### src/rtl/instr_fetch.sv
// Instruction fetch unit: credit-limited request issue toward instruction
// memory, an in-order response buffer of DEPTH entries presented to decode,
// and redirect handling that flushes the buffer and discards responses to
// requests still in flight.
// Optional feature macro: FETCH_MISALIGN_CHECK_EN (misaligned redirect
// raises a sticky misalign_fault and stops fetching until reset).
module instr_fetch #(
   parameter logic [31:0] RESET_PC = 32'h0000_0000,
   parameter int          DEPTH    = 2
) (
   input  logic        clk,
   input  logic        rst,
   output logic        imem_req_valid,
   input  logic        imem_req_ready,
   output logic [31:0] imem_req_addr,
   input  logic        imem_rsp_valid,
   input  logic [31:0] imem_rsp_data,
   output logic        inst_valid,
   input  logic        inst_ready,
   output logic [31:0] inst,
   output logic [31:0] inst_pc,
   input  logic        redirect_valid,
   input  logic [31:0] redirect_pc
`ifdef FETCH_MISALIGN_CHECK_EN
   ,
   output logic        misalign_fault
`endif
);

   localparam int CW = $clog2(DEPTH + 1);
   localparam int PW = $clog2(DEPTH);
   localparam logic [PW-1:0] LAST_PTR = PW'(DEPTH - 1);
   localparam logic [CW:0]   DEPTH_C  = (CW + 1)'(DEPTH);

   logic [31:0]   fetch_pc;
   logic [31:0]   rsp_pc;
   logic [CW-1:0] occ;
   logic [CW-1:0] outst;
   logic [CW-1:0] disc;
   logic [PW-1:0] head;
   logic [PW-1:0] tail;
   logic [31:0]   ibuf_data [DEPTH];
   logic [31:0]   ibuf_pc   [DEPTH];

   logic          fault;
   logic          accept;
   logic          rsp_in;
   logic          keep;
   logic          pop;
   logic [31:0]   target;
   logic [CW:0]   credit_used;

   function automatic logic [PW-1:0] ptr_next(input logic [PW-1:0] p);
      return (p == LAST_PTR) ? '0 : p + PW'(1);
   endfunction

   assign inst_valid    = (occ != '0);
   assign inst          = inst_valid ? ibuf_data[head] : '0;
   assign inst_pc       = inst_valid ? ibuf_pc[head]   : '0;
   assign imem_req_addr = fetch_pc;

   // Credit check, handshakes and response keep/drop decision.
   // A pop this cycle frees a slot early: a response to a request issued now
   // cannot arrive before the next edge, by which time the slot is free.
   always_comb begin
`ifdef FETCH_MISALIGN_CHECK_EN
      target = redirect_pc;
`else
      target = redirect_pc & 32'hFFFF_FFFC;
`endif
      pop            = inst_valid & inst_ready & ~redirect_valid;
      credit_used    = {1'b0, outst} + {1'b0, occ} - {{CW{1'b0}}, pop};
      imem_req_valid = ~rst & ~redirect_valid & ~fault & (credit_used < DEPTH_C);
      accept         = imem_req_valid & imem_req_ready;
      rsp_in         = imem_rsp_valid & ~rst;
      keep           = rsp_in & ~redirect_valid & (disc == '0);
   end

   // Control state: PCs, occupancy, in-flight and discard counters, pointers.
   // On redirect every request still unanswered after this cycle is marked
   // for discard; that count already includes any earlier pending discards.
   always_ff @(posedge clk or posedge rst) begin
      if (rst) begin
         fetch_pc <= RESET_PC;
         rsp_pc   <= RESET_PC;
         occ      <= '0;
         outst    <= '0;
         disc     <= '0;
         head     <= '0;
         tail     <= '0;
      end else begin
         outst <= outst + CW'(accept) - CW'(rsp_in);
         if (redirect_valid) begin
            fetch_pc <= target;
            rsp_pc   <= target;
            occ      <= '0;
            head     <= '0;
            tail     <= '0;
            disc     <= outst - CW'(rsp_in);
         end else begin
            if (accept) fetch_pc <= fetch_pc + 32'd4;
            if (keep) begin
               rsp_pc <= rsp_pc + 32'd4;
               tail   <= ptr_next(tail);
            end
            if (pop) head <= ptr_next(head);
            occ <= occ + CW'(keep) - CW'(pop);
            if (rsp_in && (disc != '0)) disc <= disc - CW'(1);
         end
      end
   end

   // Buffer storage: data and PC written at the tail on every kept response.
   always_ff @(posedge clk) begin
      if (keep) begin
         ibuf_data[tail] <= imem_rsp_data;
         ibuf_pc[tail]   <= rsp_pc;
      end
   end

`ifdef FETCH_MISALIGN_CHECK_EN
   // Sticky fault on a misaligned redirect target; cleared only by reset.
   always_ff @(posedge clk or posedge rst) begin
      if (rst) begin
         fault <= 1'b0;
      end else if (redirect_valid && (redirect_pc[1:0] != 2'b00)) begin
         fault <= 1'b1;
      end
   end

   assign misalign_fault = fault;
`else
   assign fault = 1'b0;
`endif

endmodule

### config.mk
export PLATFORM = sky130hd
export DESIGN_NAME = instr_fetch
export DESIGN_NICKNAME = d
export VERILOG_FILES = /design/src/rtl/instr_fetch.sv
export SDC_FILE = /design/constraint.sdc
export NUM_CORES = 1
export LEC_CHECK = 0
export ABC_AREA = 1
export CORE_MARGIN = 2
export CORE_UTILIZATION = 43
export CTS_CLUSTER_SIZE = 10
export DETAILED_ROUTE_END_ITERATION = 16
export PLACE_DENSITY = 0.67
export SYNTH_ARGS = -nofsm -noshare
export SYNTH_HDL_FRONTEND = slang
export SYNTH_SLANG_ARGS = --single-unit
### constraint.sdc
create_clock -name clk -period 5.3 [get_ports clk]
set_clock_uncertainty 0.1 [all_clocks]
set_input_delay 0.795 -clock clk [delete_from_list [all_inputs] [get_ports clk]]
set_output_delay 0.795 -clock clk [all_outputs]
set_load 0.1 [all_outputs]
### Word level (Yosys, flattened, before mapping)

Memory sizes are Yosys's and may differ from the RTL's.
Index checks and enable logic that the tools add are counted.
W data, S select, Z words.

| storage, ports and cells | value |
|---|---|
| register bits after elaboration | 72 |
| memory bits (writable) | 128 |
| input port bits | 70 |
| output and inout bits | 98 |
| logic and storage cells | 57 |
| memories | 2 |

Memory list:

| name | depth | bits a word | read ports | clocked after memory_dff | write ports | line | RTL |
|---|---|---|---|---|---|---|---|
| ibuf_data | 2 | 32 | 1 | 0 | 1 | 42 | `logic [31:0] ibuf_data [DEPTH];` |
| ibuf_pc | 2 | 32 | 1 | 0 | 1 | 43 | `logic [31:0] ibuf_pc [DEPTH];` |

| cells by class | value |
|---|---|
| add/subtract/negate cells | 12 |
| order comparisons | 1 |
| mux-type cells | 17 |
| bitwise operators | 10 |
| reductions and logical operators | 8 |

Operators by type and width:

| kind | count |
|---|---|
| $mux W32 | 6 |
| $add A32 B3 Y32 const B | 2 |
| $reduce_bool A2 Y1 | 6 |
| $and A1 B1 Y1 | 8 |
| $mux W1 | 8 |
| $mux W2 | 3 |
| $sub A2 B1 Y2 | 3 |
| $add A2 B1 Y2 | 2 |
| $add A2 B2 Y3 | 1 |
| $lt A3 B2 Y1 const B | 1 |
| $sub A3 B1 Y3 | 1 |
| $add A1 B1 Y1 const B | 2 |
| $logic_not A2 Y1 | 1 |
| $not A1 Y1 | 2 |
| $sub A2 B1 Y2 const B | 1 |
| $logic_and A1 B1 Y1 | 1 |

### Longest topological paths before layout

| logic depth | value |
|---|---|
| depth after elaboration | 9 |
| gate-level depth with buffers | 17 |
| depth with buffers taken out | 16 |

### Worst setup path after synthesis

OpenSTA, ideal clock, no wires.

| path | value |
|---|---|
| path type | in2reg |
| start point | in redirect_valid |
| end point | mem ibuf_data[0][0], enable pin |
| setup time | 483 ps |
| arrival | 3775 ps |
| required time | 4717 ps |
| slack | 942 ps |
| cell stages on the path | 4 |
| buffers on the path | 1 |
| cells stage by stage | nor2_1 nand3_1 buf_2 nor2_1 |

| on the way | value |
|---|---|
| word-level cells in the longest chain between the ends | 5 |

Ends and longest elaborated chain:

| item | line | RTL |
|---|---|---|
| start, declared | 22 | `input logic redirect_valid,` |
| $not A1 Y1 | 76 | `keep = rsp_in & ~redirect_valid & (disc == '0);` |
| $and A1 B1 Y1 (2 in a row) | 76 |  |
| $mux W1 | 115 | `if (keep) begin` |
| $mux W1 (implied by the code) | 116 | `ibuf_data[tail] <= imem_rsp_data;` |
| end, declared | 42 |  |

No other way between the ends.

### Final worst setup path

| path | value |
|---|---|
| start point | in inst_ready |
| end point | out imem_req_valid |

| on the way | value |
|---|---|
| word-level cells in the longest chain between the ends | 5 |

Ends and longest elaborated chain:

| item | line | RTL |
|---|---|---|
| start, declared | 19 | `input logic inst_ready,` |
| $and A1 B1 Y1 (2 in a row) | 71 | `pop = inst_valid & inst_ready & ~redirect_valid;` |
| $sub A3 B1 Y3 | 72 | `credit_used = {1'b0, outst} + {1'b0, occ} - {{CW{1'b0}}, pop};` |
| $lt A3 B2 Y1 | 73 | `imem_req_valid = ~rst & ~redirect_valid & ~fault & (credit_used < DEPTH_C);` |
| $and A1 B1 Y1 | 73 |  |
| end, declared | 13 | `output logic imem_req_valid,` |

No other way between the ends.

==> results.md <==
- Layout cell share with drive strength beyond 1: 10.3%
- Starting Density: 43.6%
- Routed length per instance: 15.1 um
- # diodes: 0
- Number of max-cap violations: 0
- Hold Violations, Final: 0
- CTS tree: yes
- Clk root buf: clkbuf_16
- Critical path cell sequence: clkdlybuf4s50_1 > nand2_1 > nor2_1 > inv_1 > nand2_1 > nand3_1 > fa_1 > inv_1 > nor3_2 > nand2_1 > inv_1 > buf_12
- Most common cell after layout, fill and taps aside: nand2_1
- Yosys warns: 0
- Max incr delay on CP: 0.49 ns
- Top cell type's share of synthesized area: roughly two fifths
- Initial DRC count: 504
- Number of global-route vias before repair: 7,192
- CP startpoint kind: primary input
- Final setup fails: 0
- DRC violations left: 0
- Seq pwr share: 41.4%
- Synth cell types: 39
- Total number of vias: between 7,000 and 8,000
- Die Y: 152 um
- Clock slew at reported path FFs: 0.07 ns
- Final worst-path cycle share: 71.1%
- HP Class: register to register
- Critical path capture point type: output pin
- Post-synth top area cell: edfxtp_1
- Max FO, Critical Path: 3
- Switching Fraction: slightly below 40%
- Max stage delay cell, worst path: fa_1
- Layout Utilization: 54.1%
- Syn Inst Count: between 1,000 and 1,500
- Relative max-transition margin: 23.5%
- Via density: 4.96
- P_leak: 5.00 nW
- FF+latch count, synth: 192
- Final period demand of the worst path: around 3.8 ns
- # clock sinks: between 150 and 200
- Worst slew pin tran: around 1.1 ns
- Area of the multi-input gates: between 3000 and 4000 um^2
- Area delta synth->final: 24.2%
- Synth area leaders: edfxtp_1 39%, dfrtp_1 18%, nand2_1 17%, nand3_1 4.7%, inv_1 4.3%
- Logic pwr share: between 30 and 40%
- Max frequency: 265 MHz
- Switching pwr: 1.78 mW
- Gr usage total: between 20% and 30%
- Fillers: 1,961
- Die width: 152 um
- WP data arrival: 2.88 ns
- Clk pwr share: between 20% and 30%
- Register area share after synthesis: 57.4%
- Commonest cells after routing, fill and taps aside: 419 x nand2_1, 124 x edfxtp_1, 107 x inv_1
- Placed inst area: between 10,000 and 15,000 um^2
- Slew Viols, Final: 0
- Drt first pass iters: 7
- Status: finished, final reports clean
- Post-CTS Setup Bufs: 0
- Worst-case clock buffer depth: 2
- Port bufs: 161
- H-Tree Depth: 4
- Drt total wl: between 20,000 and 25,000 um
- Clk Latency, worst-skew pair: 0.43 ns
- Pwr/cell area: around 380 nW/um^2
- Largest net degree at the start of global routing: 65
- Grt total ovfl: 0
- Mean post-synth cell area: 8.68 um^2
- Total CTS buffers: 17
- RSZ-0062 raised after global routing: no
- Internal power: between 2 and 3 mW
- Worst vdd ir: 0.000188 V
- Post-route cell area: 11,700 um^2
- Core footprint: 21,700 um^2
- Mapped Area: 9460 um^2
- Crit path kind: primary input to output pin
- Post-CTS sizing: 0
- Die area: roughly 23,000 um^2
- TNS Setup: 0 ns
- DP HPWL: 15,900 um
- Initial antenna violation count: 0
- Data required, critical path: 4.41 ns
- Hold Worst Slack: 0.413 ns
- Post-CTS Hold Fix Bufs: 0
- Ports: between 150 and 200
- Cell Rows: 54
- RD Place Congestion: 0.894
- Fin nets: 1,322
- ANT nets after route: 0
- Register area: 5430 um^2
- First-pass GRT wire length: 37,300 um
power by group through the flow:
stage	sequential (mW)	clock, mW	combinational (mW)
after floorplan	2.14	0	0.791
after global placement	1.89	0	1.38
after detailed placement	1.89	0	1.40
after CTS	1.86	1.27	1.40
after global routing	1.88	1.33	1.49
final	1.87	1.25	1.39
sequential cells by signal, summed over array words and instances, names as in the netlist, 2 cells and up:
register       cells
disc               2
imem_req_addr     30
ibuf_pc           60
ibuf_data         64
rsp_pc            30
outst              2
occ                2
cell usage after synthesis, drive strengths merged:
master	number
nand3b	1
and2	2
or2	1
clkbuf	21
inv	110
edfxtp	124
o21a	1
clkinv	1
dfrtp	68
xnor2	6
conb	1
o21bai	11
o21ai	19
o211ai	5
a31oi	2
o22ai	1
nor3	1
nand2	424
o31ai	1
o221ai	1
nand4	1
fa	1
nor2	85
nand3	90
ha	9
buf	18
xor2	16
a21oi	68
o311ai	1
path summary, 6_finish.rpt:
path	startpoint	end	cells after the start	slack, ns
hold / removal	rsp_pc[31]	ibuf_pc[0][31]	0	0.41
max in group asynchronous	rst	imem_req_addr[14]	3	3.33
setup / recovery	inst_ready	imem_req_valid	12	1.53
min in group asynchronous	rst	occ[0]	2	0.83
setup reg to reg	occ[0]	outst[1]	16	2.11
hold reg to reg	rsp_pc[31]	ibuf_pc[0][31]	0	0.41
cell type report:
class / instances / share of cell area [%]
inverters: 111 / 3.56
multi-input cells: 751 / 29.3
clock buffers: 17 / 3.62
flip-flops and latches: 192 / 46.2
repair buffers: 169 / 13.0
clock inverters: 15 / 1.27
well taps: 280 / 2.98
critical path, delay by kind of cell:
| family | cells | cell delay [ns] |
|---|---|---|
| adders and majority gates | 1 | 0.49 |
| buffers and inverters | 5 | 0.88 |
| and+or+nand+nor | 6 | 0.72 |
metal layers:
layer	global-route usage, %	share of wire (%)	up-vias
li1	-	-	3819
met1	28.8	47	3480
met4	6.63	2.2	0
met5	0	0	-
met3	3.81	6.3	39
met2	30.7	45	276
kinds of logic after synthesis:
group,after synthesis,share of synthesized area [%]
adders and majority gates,10,1.40
AOI/OAI and AO/OA,110,6.42
other,1,0.0397
xor gates and xnor gates,22,2.04
and+or+nand+nor,605,26.2
DFF,192,57.4
buffers and inverters,150,6.55
stage by stage:
step / total power [mW] / instances / worst slack, ns
after global routing: 4.70 / 1535 / 1.32
after CTS: 4.54 / 1535 / 1.51
after global placement: 3.27 / 1503 / 1.39
after detailed placement: 3.29 / 1503 / 1.37
final: 4.51 / 1535 / 1.53
after floorplan: 2.93 / 1093 / 0.942
(Power assumes the default switching activity.)
